==> config.mk <==
export PLATFORM = sky130hd
export DESIGN_NAME = multicycle_control_fsm
export DESIGN_NICKNAME = d
export VERILOG_FILES = /design/src/rtl/multicycle_control_fsm.sv
export SDC_FILE = /design/constraint.sdc
export NUM_CORES = 1
export LEC_CHECK = 0
export ABC_AREA = 1
export ABC_CLOCK_PERIOD_IN_PS = 1550
export BUFFER_PORTS_ARGS = -buffer_cell sky130_fd_sc_hd__buf_4
export CELL_PAD_IN_SITES_DETAIL_PLACEMENT = 2
export CELL_PAD_IN_SITES_GLOBAL_PLACEMENT = 2
export CORE_ASPECT_RATIO = 0.75
export CORE_UTILIZATION = 26
export CTS_CLUSTER_SIZE = 24
export DETAILED_ROUTE_END_ITERATION = 12
export GPL_ROUTABILITY_DRIVEN = 0
export PLACE_DENSITY = 0.75
export SYNTH_ARGS = -nofsm -noshare
export SYNTH_HDL_FRONTEND = slang
export SYNTH_SLANG_ARGS = --single-unit
==> constraint.sdc <==
create_clock -name clk -period 1.55 [get_ports clk]
set_clock_uncertainty 0.2 [all_clocks]
set_input_delay 0.0775 -clock clk [delete_from_list [all_inputs] [get_ports clk]]
set_output_delay 0.0775 -clock clk [all_outputs]
set_load 0.05 [all_outputs]
==> src/rtl/multicycle_control_fsm.sv <==
// Multi-cycle control sequencer for a 32-bit MIPS datapath.
// Steps one instruction at a time through fetch / decode / execute / memory /
// writeback. It shares one ALU and one memory port, and tolerates wait states
// on the memory port, with a timeout abort.
//
// Ports:
//   clk, rst_n          system clock (rising edge), async active-low reset
//   opcode, funct       instruction register fields (valid from DECODE on)
//   mem_ready           memory completed the current request this cycle
//   mem_req, mem_we     memory request / write qualifier
//   iord                0 = PC addresses memory, 1 = ALUOut
//   ir_write, pc_write  IR latch and PC load strobes
//   reg_write           register file write strobe
//   mem_to_reg, reg_dst writeback data / destination selects
//   alu_src_a/b         ALU operand selects
//   alu_control         ALU operation
//   illegal_op, bus_err one-cycle error pulses
//   instr_count         retired instruction counter (wraps)
//   state_o             current state encoding
//
// state  | meaning
// FETCH  | read instruction at PC, PC <= PC+4 on mem_ready
// DECODE | classify opcode/funct, flag illegal encodings
// MEMADR | compute base + offset for lw/sw
// MEMRD  | data read request (lw)
// MEMWB  | write loaded data to rt
// MEMWR  | data write request (sw), retires on mem_ready
// EXEC_R | R-type ALU operation
// EXEC_I | immediate ALU operation
// ALUWB  | write ALU result to rd/rt
module multicycle_control_fsm #(
  parameter int TIMEOUT_CYCLES = 255,
  parameter int CNT_WIDTH      = 32
) (
  input  logic                 clk,
  input  logic                 rst_n,
  input  logic [5:0]           opcode,
  input  logic [5:0]           funct,
  input  logic                 mem_ready,
  output logic                 mem_req,
  output logic                 mem_we,
  output logic                 iord,
  output logic                 ir_write,
  output logic                 pc_write,
  output logic                 reg_write,
  output logic                 mem_to_reg,
  output logic                 reg_dst,
  output logic                 alu_src_a,
  output logic [1:0]           alu_src_b,
  output logic [3:0]           alu_control,
  output logic                 illegal_op,
  output logic                 bus_err,
  output logic [CNT_WIDTH-1:0] instr_count,
  output logic [3:0]           state_o
);

  localparam int WAIT_W = (TIMEOUT_CYCLES < 1) ? 1 : $clog2(TIMEOUT_CYCLES + 1);
  localparam logic [WAIT_W-1:0] WAIT_LIMIT = WAIT_W'(TIMEOUT_CYCLES);

  typedef enum logic [3:0] {
    S_FETCH  = 4'd0,
    S_DECODE = 4'd1,
    S_MEMADR = 4'd2,
    S_MEMRD  = 4'd3,
    S_MEMWB  = 4'd4,
    S_MEMWR  = 4'd5,
    S_EXEC_R = 4'd6,
    S_EXEC_I = 4'd7,
    S_ALUWB  = 4'd8
  } state_t;

  localparam logic [5:0] OP_RTYPE = 6'b000000;
  localparam logic [5:0] OP_ADDI  = 6'b001000;
  localparam logic [5:0] OP_ANDI  = 6'b001100;
  localparam logic [5:0] OP_ORI   = 6'b001101;
  localparam logic [5:0] OP_XORI  = 6'b001110;
  localparam logic [5:0] OP_LW    = 6'b100011;
  localparam logic [5:0] OP_SW    = 6'b101011;

  state_t                state_q, state_d;
  logic [WAIT_W-1:0]     wait_q, wait_d;
  logic [CNT_WIDTH-1:0]  count_q, count_d;

  logic in_mem_state;
  logic mem_done;
  logic mem_abort;
  logic funct_ok;
  logic [3:0] r_alu_op;

  // R-type funct decode: legality and ALU operation together
  always_comb begin
    funct_ok = 1'b1;
    r_alu_op = 4'b0000;
    unique case (funct)
      6'b100000: r_alu_op = 4'b0100;
      6'b100010: r_alu_op = 4'b0101;
      6'b100100: r_alu_op = 4'b1010;
      6'b100101: r_alu_op = 4'b1000;
      6'b100110: r_alu_op = 4'b1011;
      6'b011001: r_alu_op = 4'b0110;
      6'b000000: r_alu_op = 4'b1100;
      6'b000010: r_alu_op = 4'b1101;
      6'b000011: r_alu_op = 4'b1110;
      default:   funct_ok = 1'b0;
    endcase
  end

  assign in_mem_state = (state_q == S_FETCH) || (state_q == S_MEMRD) || (state_q == S_MEMWR);
  assign mem_done     = in_mem_state && mem_ready;
  // mem_ready on the limit cycle wins over the abort
  assign mem_abort    = in_mem_state && !mem_ready && (wait_q == WAIT_LIMIT);

  always_ff @(posedge clk or negedge rst_n) begin
    if (!rst_n) begin
      state_q <= S_FETCH;
      wait_q  <= '0;
      count_q <= '0;
    end else begin
      state_q <= state_d;
      wait_q  <= wait_d;
      count_q <= count_d;
    end
  end

  // Next-state, wait counter and retire counter
  always_comb begin
    state_d = state_q;
    count_d = count_q;
    // Cleared outside memory states and on completion/abort, so every
    // memory-state entry (including FETCH re-entry after abort) starts at 0.
    wait_d  = '0;
    if (in_mem_state && !mem_done && !mem_abort) begin
      wait_d = wait_q + WAIT_W'(1);
    end

    unique case (state_q)
      S_FETCH: begin
        if (mem_done) state_d = S_DECODE;
        else if (mem_abort) state_d = S_FETCH;
      end
      S_DECODE: begin
        state_d = S_FETCH;
        if (opcode == OP_RTYPE) begin
          if (funct_ok) state_d = S_EXEC_R;
        end else if (opcode == OP_ADDI || opcode == OP_ANDI ||
                     opcode == OP_ORI  || opcode == OP_XORI) begin
          state_d = S_EXEC_I;
        end else if (opcode == OP_LW || opcode == OP_SW) begin
          state_d = S_MEMADR;
        end
      end
      S_MEMADR: state_d = (opcode == OP_SW) ? S_MEMWR : S_MEMRD;
      S_MEMRD: begin
        if (mem_done) state_d = S_MEMWB;
        else if (mem_abort) state_d = S_FETCH;
      end
      S_MEMWB: begin
        count_d = count_q + CNT_WIDTH'(1);
        state_d = S_FETCH;
      end
      S_MEMWR: begin
        if (mem_done) begin
          count_d = count_q + CNT_WIDTH'(1);
          state_d = S_FETCH;
        end else if (mem_abort) begin
          state_d = S_FETCH;
        end
      end
      S_EXEC_R: state_d = S_ALUWB;
      S_EXEC_I: state_d = S_ALUWB;
      S_ALUWB: begin
        count_d = count_q + CNT_WIDTH'(1);
        state_d = S_FETCH;
      end
      default: state_d = S_FETCH;
    endcase
  end

  // Outputs; forced low while reset is asserted, independent of the clock
  always_comb begin
    mem_req     = 1'b0;
    mem_we      = 1'b0;
    iord        = 1'b0;
    ir_write    = 1'b0;
    pc_write    = 1'b0;
    reg_write   = 1'b0;
    mem_to_reg  = 1'b0;
    reg_dst     = 1'b0;
    alu_src_a   = 1'b0;
    alu_src_b   = 2'b00;
    alu_control = 4'b0000;
    illegal_op  = 1'b0;
    bus_err     = 1'b0;
    if (rst_n) begin
      unique case (state_q)
        S_FETCH: begin
          mem_req     = !mem_abort;
          alu_src_b   = 2'b01;
          alu_control = 4'b0100;
          ir_write    = mem_done;
          pc_write    = mem_done;
          bus_err     = mem_abort;
        end
        S_DECODE: begin
          illegal_op = (state_d == S_FETCH);
        end
        S_MEMADR: begin
          alu_src_a   = 1'b1;
          alu_src_b   = 2'b10;
          alu_control = 4'b0100;
        end
        S_MEMRD: begin
          mem_req = !mem_abort;
          iord    = 1'b1;
          bus_err = mem_abort;
        end
        S_MEMWB: begin
          reg_write  = 1'b1;
          mem_to_reg = 1'b1;
        end
        S_MEMWR: begin
          mem_req = !mem_abort;
          mem_we  = !mem_abort;
          iord    = 1'b1;
          bus_err = mem_abort;
        end
        S_EXEC_R: begin
          alu_src_a   = 1'b1;
          alu_control = r_alu_op;
        end
        S_EXEC_I: begin
          alu_src_a = 1'b1;
          alu_src_b = 2'b10;
          unique case (opcode)
            OP_ANDI: alu_control = 4'b1010;
            OP_ORI:  alu_control = 4'b1000;
            OP_XORI: alu_control = 4'b1011;
            default: alu_control = 4'b0100;
          endcase
        end
        S_ALUWB: begin
          reg_write = 1'b1;
          reg_dst   = (opcode == OP_RTYPE);
        end
        default: ;
      endcase
    end
  end

  assign instr_count = count_q;
  assign state_o     = state_q;

endmodule

After elaboration in Yosys (flattened, before gate mapping)
Index checks and enable logic that the tools add are counted.
W data, S select, Z words.
- reductions and logical operators: 28
- muxes and demuxes: 40
- $add $sub $neg: 2
- equal/unequal tests: 24
- operators by type and width (kind ; number):
    $pmux W32 S2 ; 1
    $eq A6 B6 Y1 const B ; 7
    $pmux W4 S9 ; 1
    $add A32 B1 Y32 const B ; 1
    $mux W32 ; 1
    $eq A6 B4 Y1 const B ; 4
    $mux W4 ; 6
    $pmux W4 S3 ; 2
    $pmux W4 S6 ; 1
    $mux W1 ; 21
    $eq A4 B3 Y1 const B ; 4
    $eq A6 B2 Y1 const B ; 2
    $logic_not A6 Y1 ; 2
    $reduce_or A2 Y1 ; 5
    $mux W3 ; 3
    $reduce_or A9 Y1 ; 1
    $add A8 B1 Y8 const B ; 1
    $eq A4 B2 Y1 const B ; 2
    $eq A8 B8 Y1 const B ; 1
    $logic_not A4 Y1 ; 2
    $mux W8 ; 1
    $eq A6 B5 Y1 const B ; 1
    $logic_or A1 B1 Y1 ; 6
    $reduce_or A3 Y1 ; 2
    other kinds (9) ; 16
- input bits: 15
- output and inout port bits: 53
- register bits after elaboration: 44

Depth between registers and ports, before layout
- word-level depth: 11
- depth in mapped cells: 10
- mapped depth without buffers: 10

Worst setup path before layout
OpenSTA, ideal clock, no wires.
- path type: reg2out
- start point: register state_q[2], in the netlist state_o[2]
- end point: output mem_to_reg
- stages on the path, launching flop included: 5
- setup slack: -1.173 ns
- buffers on the path: 0
- data arrival time: 2.446 ns
- cells stage by stage: dfrtp_1 > inv_2 > nor2_4 > inv_1 > nor4_1
- cells in the longest elaborated chain, start to end: 3
- RTL lines (what ; RTL line ; source):
    from (decl) ; 80 ; state_t state_q, state_d;
    from (signal assigned) ; 119 ; state_q <= state_d;
    $eq A4 B3 Y1 ; 195 ; unique case (state_q)
    $mux W1 ; 195 ;
    $mux W1 ; 194 ; if (rst_n) begin
    to (decl) ; 46 ; output logic mem_to_reg,
Every way passes these cells.

Final worst setup path
- start point: register state_q[2], in the netlist state_o[2]
- end point: output illegal_op
- cells in the longest elaborated chain, start to end: 11
- RTL lines (what ; RTL line ; source):
    $eq A4 B2 Y1 / $logic_not A4 Y1 (equally long branches) ; 108, 136 ;
    $logic_or A1 B1 Y1 (2 in series) ; 108 ; assign in_mem_state = (state_q == S_FETCH) || (state_q == S_MEMRD) || (state_q == S_MEMWR);
    $logic_and A1 B1 Y1 (2 in series) ; 111 ; assign mem_abort = in_mem_state && !mem_ready && (wait_q == WAIT_LIMIT);
    $mux W4 ; 139, 155, 165 ;
    $mux W4, on equally long branches ; 162, 138, 154 ;
    $pmux W4 S6 * ; 136 ; unique case (state_q)
    via state_d[1] ; 80 ;
    $logic_not A4 Y1 * ; 205 ; illegal_op = (state_d == S_FETCH);
    $mux W1 * ; 195 ;
    $mux W1 * ; 194 ;
    to (decl) ; 51 ; output logic illegal_op,
Mark *: on every way through the listed nets, which the timed path passes. The rest lies on a longest branch.

==> flow_summary.toml <==
[pwr]
p_leak_nw = 2.80
ir_drop_mv = 0.823
powerDensity_mw_per_mm2 = 1130

[yosys]
synth.area.top_cells = "dfrtp_1 36%, nand2_1 21%, nor2_1 10%"
synth.net_count = 489
synth_cells = 472
synth_cell_types = 31
syn-mean-instance-area_um2 = 6.52
seq_area_frac_synth_pct = 35.8
ys_warn_count = 0
synth_edf_count = 0
synth_area_leader_cell = "dfrtp_1"
yosysTopAreaCellShare_pct = 35.8
synthArstFlopShare_pct = 100
yosysMostFrequentCell = "nand2_1"
ys_seq_elements = 44
yosys_most_used_dff = "dfrtp_1"
netlist_area_mm2 = 0.00308
synth_common_cells = "169 x nand2_1, 85 x nor2_1, 47 x inv_1"

[route]
antenna_left = 0
dr.pass1.iters = 5
drtIter0Drc = 158
wl_per_cell_um = 27.2
drc_errors = 0
dr_total_vias = 4319
routed_wl_um = 22300
viasPerCell = 5.27

[die]
die-area_mm2 = 0.0123
initial_core_util_pct = 27.4
die_h_um = 96.2
core_mm2 = 0.0112
num_rows = 33
die_width_um = 128
io_pins = 68

[cts]
clk_path_buf_depth = 2
postCtsHoldBufs = 2
root_buffer = "clkbuf_16"
h-tree-depth = 2
cts_tree = "built"
clk_latency_ns = 0.31
clk_pin_slew_ns = 0.08
numClockSinks = 44
cts_inserted_buffers = 5

[place]
place_ws_ns = -0.339
portBuffers = 67
place_hpwl_um = 11100

[worst_setup_path]
worstSetupPathType = "reg -> out"
start_kind = "flip-flop"
path_cells = "buf_4 -> nor2_4 -> nand2_2 -> or2_4 -> nand2_1 -> nand2_1 -> nand2_2 -> nor2_4 -> buf_6"
regToRegSetupSlack_ns = -0.56
cp_top_family = "simple AND/OR/NAND/NOR gates"
path_max_fanout = 5
worst_ep_arrival_time_ns = 1.96
crit_path_top_delay_cell = "dfrtp_2"
cpPeakStageDelay_ns = 0.47
cp_num_buf_inv = 2
worst-endpoint-required_ns = 1.27
critPathCaptureType = "output pin"

[timing]
finalSetupViolations = 61
fmax_mhz = 447
period_needed_ns = 2.24
worst_slew_margin_rel_pct = 49.3
worst_pin_slew_ns = 0.760
fin_ws_ns = -0.688
final_hold_viol_count = 11
rsz0062_at_grt = "yes"
setup_tns_ns = -27.35
hold_ws_ns = -0.0357
fin_crit_sh_pct = 144
slew_viol_final = 0

[run_status]
outcome = "finished with violations"
violations = "negative hold slack, negative setup slack"

[min_path]
hp-class = "in -> async"

[layout]
area_growth_syn_to_layout_pct = 92.7
diodes = 0
utilization_pct = 52.8
nets = 678
fillCellCount = 1233
drive_gt1_share_pct = 57.1

[global_route]
antenna_found_initial = 0
grt_pass1_vias = 4591
grt_use_total_pct = 31.1
grt_max_degree = 34
grt_pass1_wl_um = 28000
grt_remaining_overflow = 0

[run]
maxCapViolCount = 0
-- placed cells by master, fill, tap and decap left out, types with 5 or more instances in the layout --
cell / n
buf_4: 146
nand2_1: 119
nor2_1: 52
inv_1: 40
dfrtp_2: 29
buf_6: 28
nand2_2: 26
nand2_4: 25
nor2_4: 24
nand3_1: 20
nor2_2: 17
dfrtp_1: 14
o21ai_2: 10
inv_2: 7
nand4_1: 7
a21oi_4: 7
xnor2_1: 7
nand3b_1: 7
xor2_1: 6
clkbuf_16: 6
buf_12: 6
nand3_4: 5
o21ai_0: 5
nand3_2: 5
xnor2_2: 5
-- cell families (layout without fill, tap and decap cells) --
logic type	after synthesis	in the layout	synth area share, %
compound gates	31	31	5.25
fa+ha+maj	2	2	0.814
xor+xnor	18	18	5.13
buf+inv	58	247	7.97
simple gates	319	320	45.0
flops	44	44	35.8
-- repair_timing --
item,4_1_cts,5_1_grt
pin swaps,26,29
setup buffers,16,8
cloned,2,1
endpoints found under the hold margin,45,11
resized for setup,68,116
setup endpoints to repair,60,94
-- state kept, by name, indices dropped and copies added (netlist names) --
| name | cells |
|---|---|
| wait_q | 8 |
| state_o | 4 |
| instr_count | 32 |
-- final timing paths --
kind | from | to | cells past startpoint
worst max-delay path | state_o[2] | illegal_op | 9
worst min-delay path | rst_n | state_o[3] | 3
worst max register to register | instr_count[12] | instr_count[26] | 9
worst min register to register | instr_count[13] | instr_count[13] | 1
max in group asynchronous | rst_n | instr_count[4] | 4
min in group clk | opcode[3] | state_o[0] | 5
-- layer usage --
layer	global-route usage [%]	wire length [µm]	vias up	share of wire, %
met1	39.1	9190	2209	41
met3	5.34	1170	68	5.2
li1	-	-	1853	-
met5	0	0	-	0
met4	10.3	935	0	4.2
met2	54.5	11000	189	49
-- stage by stage --
step / std cells / area, µm² / power, mW
floorplan: 472 / 3420 / 2.95
global placement: 785 / 4820 / 3.97
detailed placement: 785 / 4820 / 4.14
CTS: 812 / 5430 / 5.91
global route: 819 / 5930 / 6.89
finish: 819 / 5930 / 6.72
-- area by class of cell --
class                           instances  area [µm²]  share of cell area [%]
Tap cell                              157         196                    3.32
Sequential cell                        44        1140                    19.3
Clock inverter                          3        25.0                   0.422
Inverter                               51         214                    3.61
Multi-Input combinational cell        371        2560                    43.2
Clock buffer                            5         125                    2.11
Timing Repair Buffer                  188        1670                    28.1
-- power by group --
part	switching [mW]	leakage, nW	internal [mW]
clock network	0.578	0.0708	0.613
registers	0.199	0.541	1.28
logic	2.39	2.19	1.65
total	3.17	2.80	3.55
-- worst reg2reg max path: stages, from the launching register on --
cell     delay [ns]
dfrtp_2        0.45
nand2_2        0.14
nor2_1         0.33
nand2_1        0.12
nor2_2         0.22
nand2_1        0.14
nand2_1        0.13
nand2_1        0.15
nand2_4        0.11
nand2_2        0.04
Note: power is estimated with default switching activity, not from simulation.
